===== config.mk =====
export PLATFORM = sky130hd
export DESIGN_NAME = spi_recv_con
export DESIGN_NICKNAME = d
export VERILOG_FILES = /design/src/rtl/spi_con_pkg.sv /design/src/rtl/spi_input_sync.sv /design/src/rtl/spi_recv_con.sv
export SDC_FILE = /design/constraint.sdc
export NUM_CORES = 1
export LEC_CHECK = 0
export BUFFER_PORTS_ARGS = -buffer_cell sky130_fd_sc_hd__buf_2
export CAP_MARGIN = 10
export CORE_MARGIN = 2
export CORE_UTILIZATION = 45
export CTS_CLUSTER_DIAMETER = 30
export DETAILED_ROUTE_END_ITERATION = 6
export GPL_ROUTABILITY_DRIVEN = 0
export PLACE_DENSITY = 0.67
export SYNTH_ARGS = -nofsm -noshare
export SYNTH_HDL_FRONTEND = slang
export SYNTH_SLANG_ARGS = --single-unit

===== constraint.sdc =====
create_clock -name clk_in -period 1.8 [get_ports clk_in]
set_input_delay 0.09 -clock clk_in [delete_from_list [all_inputs] [get_ports clk_in]]
set_output_delay 0.09 -clock clk_in [all_outputs]
set_load 0.02 [all_outputs]

===== src/rtl/spi_con_pkg.sv =====
// Shared definitions for the camera-link SPI sender/receiver pair.
package spi_con_pkg;
  typedef enum logic [1:0] {IDLE, RECV, WAIT_CS} state_t;

  localparam int DEF_DATA_WIDTH   = 8;
  localparam int DEF_LINES        = 4;
  localparam int DEF_FRAME_PIXELS = 57600;
endpackage


===== src/rtl/spi_input_sync.sv =====
// WIDTH x STAGES synchronizer chain with a per-bit reset value and a primed flag
// that rises once real pin samples have reached the output.
module spi_input_sync #(
  parameter int               WIDTH   = 1,
  parameter int               STAGES  = 2,
  parameter logic [WIDTH-1:0] RST_VAL = '0
) (
  input  logic             clk_in,
  input  logic             rst_in,
  input  logic [WIDTH-1:0] d,
  output logic [WIDTH-1:0] q,
  output logic             primed
);
  logic [STAGES-1:0][WIDTH-1:0] chain;
  logic [STAGES-1:0]            vld_pipe;

  always_ff @(posedge clk_in) begin
    if (rst_in) begin
      chain    <= {STAGES{RST_VAL}};
      vld_pipe <= '0;
    end else begin
      chain    <= {chain[STAGES-2:0], d};
      vld_pipe <= {vld_pipe[STAGES-2:0], 1'b1};
    end
  end

  assign q      = chain[STAGES-1];
  assign primed = vld_pipe[STAGES-1];
endmodule


===== src/rtl/spi_recv_con.sv =====
// Controller-side SPI pixel receiver: synchronizes CS/DCLK/CIPO, assembles
// DATA_WIDTH/LINES beats per pixel, emits pixel + frame address. Optional
// watchdog enabled by defining SPI_RECV_TIMEOUT_EN.
module spi_recv_con
  import spi_con_pkg::*;
#(
  parameter int DATA_WIDTH     = DEF_DATA_WIDTH,
  parameter int LINES          = DEF_LINES,
  parameter int SYNC_STAGES    = 2,
  parameter int FRAME_PIXELS   = DEF_FRAME_PIXELS,
  parameter int ADDR_WIDTH     = $clog2(FRAME_PIXELS),
  parameter int TIMEOUT_CYCLES = 1024
) (
  input  logic                  clk_in,
  input  logic                  rst_in,
  input  logic [LINES-1:0]      chip_data_in,
  input  logic                  chip_clk_in,
  input  logic                  chip_sel_in,
  input  logic                  frame_rst_in,
  output logic [DATA_WIDTH-1:0] data_out,
  output logic                  data_valid_out,
  output logic [ADDR_WIDTH-1:0] addr_out,
  output logic                  frame_done_out,
  output logic                  err_out
);
  localparam int BEATS = DATA_WIDTH / LINES;
  localparam int BW    = (BEATS > 1) ? $clog2(BEATS) : 1;
  localparam logic [LINES+1:0] SYNC_RST = {1'b1, {(LINES + 1){1'b0}}};
  localparam logic [ADDR_WIDTH-1:0] LAST_ADDR = ADDR_WIDTH'(FRAME_PIXELS - 1);

  if ((DATA_WIDTH % LINES) != 0 || SYNC_STAGES < 2 || TIMEOUT_CYCLES < 2) begin : g_param_chk
    $error("spi_recv_con: illegal parameter combination");
  end

  logic [LINES+1:0] syncd;
  logic             primed, cs_s, clk_s, clk_prev, rise;
  logic [LINES-1:0] data_s;

  spi_input_sync #(.WIDTH(LINES + 2), .STAGES(SYNC_STAGES), .RST_VAL(SYNC_RST)) u_sync (
    .clk_in (clk_in),
    .rst_in (rst_in),
    .d      ({chip_sel_in, chip_clk_in, chip_data_in}),
    .q      (syncd),
    .primed (primed)
  );

  assign cs_s   = syncd[LINES+1];
  assign clk_s  = syncd[LINES];
  assign data_s = syncd[LINES-1:0];
  assign rise   = primed & clk_s & ~clk_prev;

  state_t                state, state_n;
  logic [BW-1:0]         beat_cnt;
  logic [DATA_WIDTH-1:0] shreg, shreg_n;
  logic [ADDR_WIDTH-1:0] cnt;
  logic                  take, complete, err_n;
  // Set by reset: edges of a transaction cut by reset are dropped without error.
  logic                  quiet;

`ifdef SPI_RECV_TIMEOUT_EN
  logic [$clog2(TIMEOUT_CYCLES)-1:0] wd;
`endif

  assign shreg_n = (shreg << LINES) | DATA_WIDTH'(data_s);

  always_comb begin
    state_n  = state;
    take     = 1'b0;
    complete = 1'b0;
    err_n    = 1'b0;
    case (state)
      IDLE: if (primed && !cs_s) state_n = RECV;
      RECV: begin
        if (rise) begin
          take = 1'b1;
          if (beat_cnt == BW'(BEATS - 1)) begin
            complete = 1'b1;
            state_n  = WAIT_CS;
          end
        end else if (cs_s) begin
          err_n   = 1'b1;
          state_n = IDLE;
        end
      end
      WAIT_CS: begin
        if (primed && cs_s) state_n = IDLE;
        else if (rise && !quiet) err_n = 1'b1;
      end
      default: state_n = WAIT_CS;
    endcase
`ifdef SPI_RECV_TIMEOUT_EN
    if (state != IDLE && !rise && wd == ($bits(wd))'(TIMEOUT_CYCLES - 1)) begin
      state_n  = IDLE;
      err_n    = 1'b1;
      take     = 1'b0;
      complete = 1'b0;
    end
`endif
  end

  always_ff @(posedge clk_in) begin
    if (rst_in) begin
      state          <= WAIT_CS;
      clk_prev       <= 1'b0;
      shreg          <= '0;
      beat_cnt       <= '0;
      cnt            <= '0;
      quiet          <= 1'b1;
      data_out       <= '0;
      data_valid_out <= 1'b0;
      addr_out       <= '0;
      frame_done_out <= 1'b0;
      err_out        <= 1'b0;
    end else begin
      state          <= state_n;
      clk_prev       <= clk_s;
      data_valid_out <= complete;
      err_out        <= err_n;
      frame_done_out <= complete && !frame_rst_in && (cnt == LAST_ADDR);
      if (state == IDLE) quiet <= 1'b0;
      if (take) shreg <= shreg_n;
      if (state == IDLE) beat_cnt <= '0;
      else if (take)     beat_cnt <= beat_cnt + 1'b1;
      if (complete) begin
        data_out <= shreg_n;
        addr_out <= frame_rst_in ? '0 : cnt;
        if (frame_rst_in)          cnt <= ADDR_WIDTH'(1);
        else if (cnt == LAST_ADDR) cnt <= '0;
        else                       cnt <= cnt + 1'b1;
      end else if (frame_rst_in) begin
        cnt <= '0;
      end
    end
  end

`ifdef SPI_RECV_TIMEOUT_EN
  always_ff @(posedge clk_in) begin
    if (rst_in || state == IDLE || rise || state_n == IDLE) wd <= '0;
    else                                                    wd <= wd + 1'b1;
  end
`endif
endmodule

==> metrics.md <==
| Metric | Value |
|---|---|
| Antenna violations before repair | `0` |
| Most common cell in the synthesized netlist | `dfxtp_1` |
| CTS Buf Count | `9` |
| RSZ-0062 raised after global routing | `true` |
| Die W | `80.4 um` |
| HPWL Detailed | `4030 um` |
| Deepest clock path buffer count | `2` |
| CP Capture Type | `register` |
| Worst hold-check slack | `0.0185 ns` |
| Sequential area share after synthesis | `0.503` |
| DR iter-0 viols | `123` |
| Switching Power | `0.000721 W` |
| Cells after Synth | `281` |
| CP Max Fanout | `5` |
| Hold Vio Cnt, Final | `0` |
| Port bufs | `35` |
| 1st-pass router iterations | `4` |
| Overall routing resource usage | `0.199` |
| Post-synthesis simple-gate area fraction | `0.245` |
| Distinct cells, synth | `47` |
| Yosys top cell by area | `dfxtp_1` |
| Root buffer cell | `clkbuf_8` |
| Io pins | `36` |
| Sequential share of power | `0.497` |
| Largest net degree at the start of global routing | `37` |
| Max Freq | `0.574 GHz` |
| DRC | `0` |
| Die height | `80.4 um` |
| Power density over cell area | `904 nW/um^2` |
| Logic pwr share | `0.080` |
| Arrival @ worst endpoint | `1.99 ns` |
| Yosys top cell area share | `0.503` |
| Clock insertion delay at the later pin of the skew report | `0.35 ns` |
| Fill cells | `523` |
| CTS Sinks | `66` |
| Compound-Gate Fraction of Synth Area | `0.173` |
| VDD IR max | `0.691 mV` |
| Ys async rst share | `0` |
| Synthesis-stage register bit count | `66` |
| Period utilization | `0.969` |
| Mux contribution to synthesized area | `0.00762` |
| Worst Tran Pin Value | `0.692 ns` |
| Worst Hold Class | `primary input to register` |
| Global-route wire length before repair | `9700 um` |
| Max-slew violations | `0` |
| Grt total ovfl | `0` |
| Final min period | `1.74 ns` |
| Post-synthesis xor/xnor area fraction | `0.00666` |
| CP required | `2.05 ns` |
| Core area | `5570 sq um` |
| Full die area | `6470 sq um` |
| # H-tree levels | `3` |
| Slew headroom | `0.538` |
| Main combinational cell family by area after synthesis | `simple AND/OR/NAND/NOR gates` |
| TritonCTS clock tree | `yes` |
| Mean post-synth cell area | `9.36 sq um` |
| Power share of the clock group | `0.423` |
| Clock Pin Slew Worst Setup and Hold Paths | `0.07 ns` |
| Status | `complete, no violations` |
| Vias in the first global route | `2,146` |
| Via Count | `2,271` |
| WL per Instance | `13.4 um` |
| Pleak | `1.38 nW` |
| Dominant synthesized flop cell | `dfxtp_1` |
| Setup Viol. Count Final | `0` |
| Nets@finish | `366` |
| N_diodes | `0` |
| Starting Density | `0.472` |
| Finished Core Util | `0.608` |
| Leading cell types by count after synthesis | `dfxtp_1 (66), nand2_1 (37), a21oi_1 (17), a22o_1 (16)` |
| Worst setup SP type | `register` |
| Top cells by area, synth | `dfxtp_1 (50%), a22o_1 (5.3%), nand2_1 (5.3%), nor2b_1 (3.3%), a21oi_1 (3.2%)` |
| Layout cells sized above 1 | `0.277` |
| Mapped cell area | `2630 sq um` |
| Post-synth EDFFs | `0` |
| Setup Skew | `0.00739 ns` |
| Crit Path Class | `register to register` |
| Yosys warning total | `0` |
| Routed WL | `5730 um` |
| Antenna Nets Post-Route | `0` |
| Area grow syn2layout | `28.9%` |
| Adder-cell share of the synthesized area | `0.0238` |
| Max-Cap Viols | `0` |
| Site row count | `27` |
| P_int | `0.00234 W` |
| Vias/cell | `5.29` |
| Syn Nets | `295` |
| Sw frac | `0.235` |
==> critical path, cell delays in order, from the launching register on <==
cell and delay [ns]:
dfxtp_1 0.31, or4_4 0.56, nor4_4 0.24, buf_4 0.21, nor4_1 0.05, a221o_1 0.27
==> area by class of cell <==
| cell class | instances | area, sq um | share of cell area |
|---|---|---|---|
| multi-input combinational | 192 | 1230 | 0.363 |
| inverter | 6 | 22.5 | 0.00665 |
| tap | 72 | 90.1 | 0.0266 |
| clock buffer | 11 | 151 | 0.0447 |
| sequential | 66 | 1320 | 0.390 |
| clock inverter | 5 | 62.6 | 0.0185 |
| timing repair buffer | 77 | 509 | 0.150 |
==> metal layers <==
metal	part of all wire	track usage
met1	0.45	0.224
met2	0.48	0.330
met3	0.051	0.0831
met4	0.019	0.0864
met5	0	0
==> power by group through the flow <==
stage	clock, W	combinational (W)	sequential (W)
3_3_place_gp	0	0.000227	0.00156
6_report	0.00130	0.000244	0.00152
5_1_grt	0.00139	0.000272	0.00153
4_1_cts	0.00133	0.000246	0.00152
2_1_floorplan	0	0.000152	0.00156
3_5_place_dp	0	0.000235	0.00156
==> worst paths after layout <==
check	from	endpoint	slack, ns	cells past startpoint
setup reg to reg	cnt[10]	cnt[3]	0.06	5
hold / removal	frame_rst_in	cnt[0]	0.02	2
setup / recovery	cnt[10]	cnt[3]	0.06	5
hold reg to reg	u_sync.chain[5]	u_sync.q[5]	0.41	1
==> registers in the layout, indices dropped and copies added (netlist names) <==
signal	cells
addr_out	16
cnt	16
data_out	8
u_sync.chain	6
u_sync.q	6
shreg	4
state	2
u_sync.vld_pipe	2
beat_cnt	1
clk_prev	1
data_valid_out	1
err_out	1
frame_done_out	1
quiet	1
==> repair_timing <==
action,CTS,global route
setup endpoints to repair,24,8
setup buffers,0,2
gates resized for setup,2,8
hold buffers,6,0
hold endpoints to repair,6,0
pin swaps,1,1
==> cells by family after synthesis <==
logic type	count (synthesis)
muxes	2
and+or+nand+nor	120
adders and majority gates	5
xor gates and xnor gates	2
buffers and inverters	23
DFF	66
AOI/OAI and AO/OA	63
==> layout by cell type (no fill, tap or decap), drive strengths merged, types with 2 or more instances in the layout <==
cell type	Yosys	layout
nor3b	6	6
a21o	2	2
nor2b	14	14
nor3	5	5
nor2	13	13
and2	2	2
o21ai	4	4
clkinvlp	0	2
clkinv	0	2
or2	4	4
mux2i	2	2
o21a	4	4
inv	6	6
o22a	2	2
a211oi	2	2
or4	4	4
or3	2	2
clkbuf	9	11
nand3b	3	3
dlygate4sd3	0	6
ha	5	5
a21oi	17	17
dfxtp	66	66
a31oi	2	2
nor4	7	7
nand4	4	4
buf	8	71
nand3	14	14
a22o	16	16
o31ai	4	4
o311ai	4	4
nand2	37	37
==> stage by stage <==
stage | instances | instance area, sq um | TNS (ns) | setup slack (ns) | power, W
after floorplan | 281 | 2630 | 0 | 0.00625 | 0.00171
after global placement | 405 | 3060 | -0.608 | -0.0485 | 0.00178
after detailed placement | 405 | 3060 | -1.38 | -0.0843 | 0.00179
after CTS | 427 | 3340 | 0 | 0.0268 | 0.00310
after global routing | 429 | 3390 | -0.00713 | -0.00713 | 0.00319
final | 429 | 3390 | 0 | 0.0565 | 0.00306
Power figures use the tool's default switching activity.
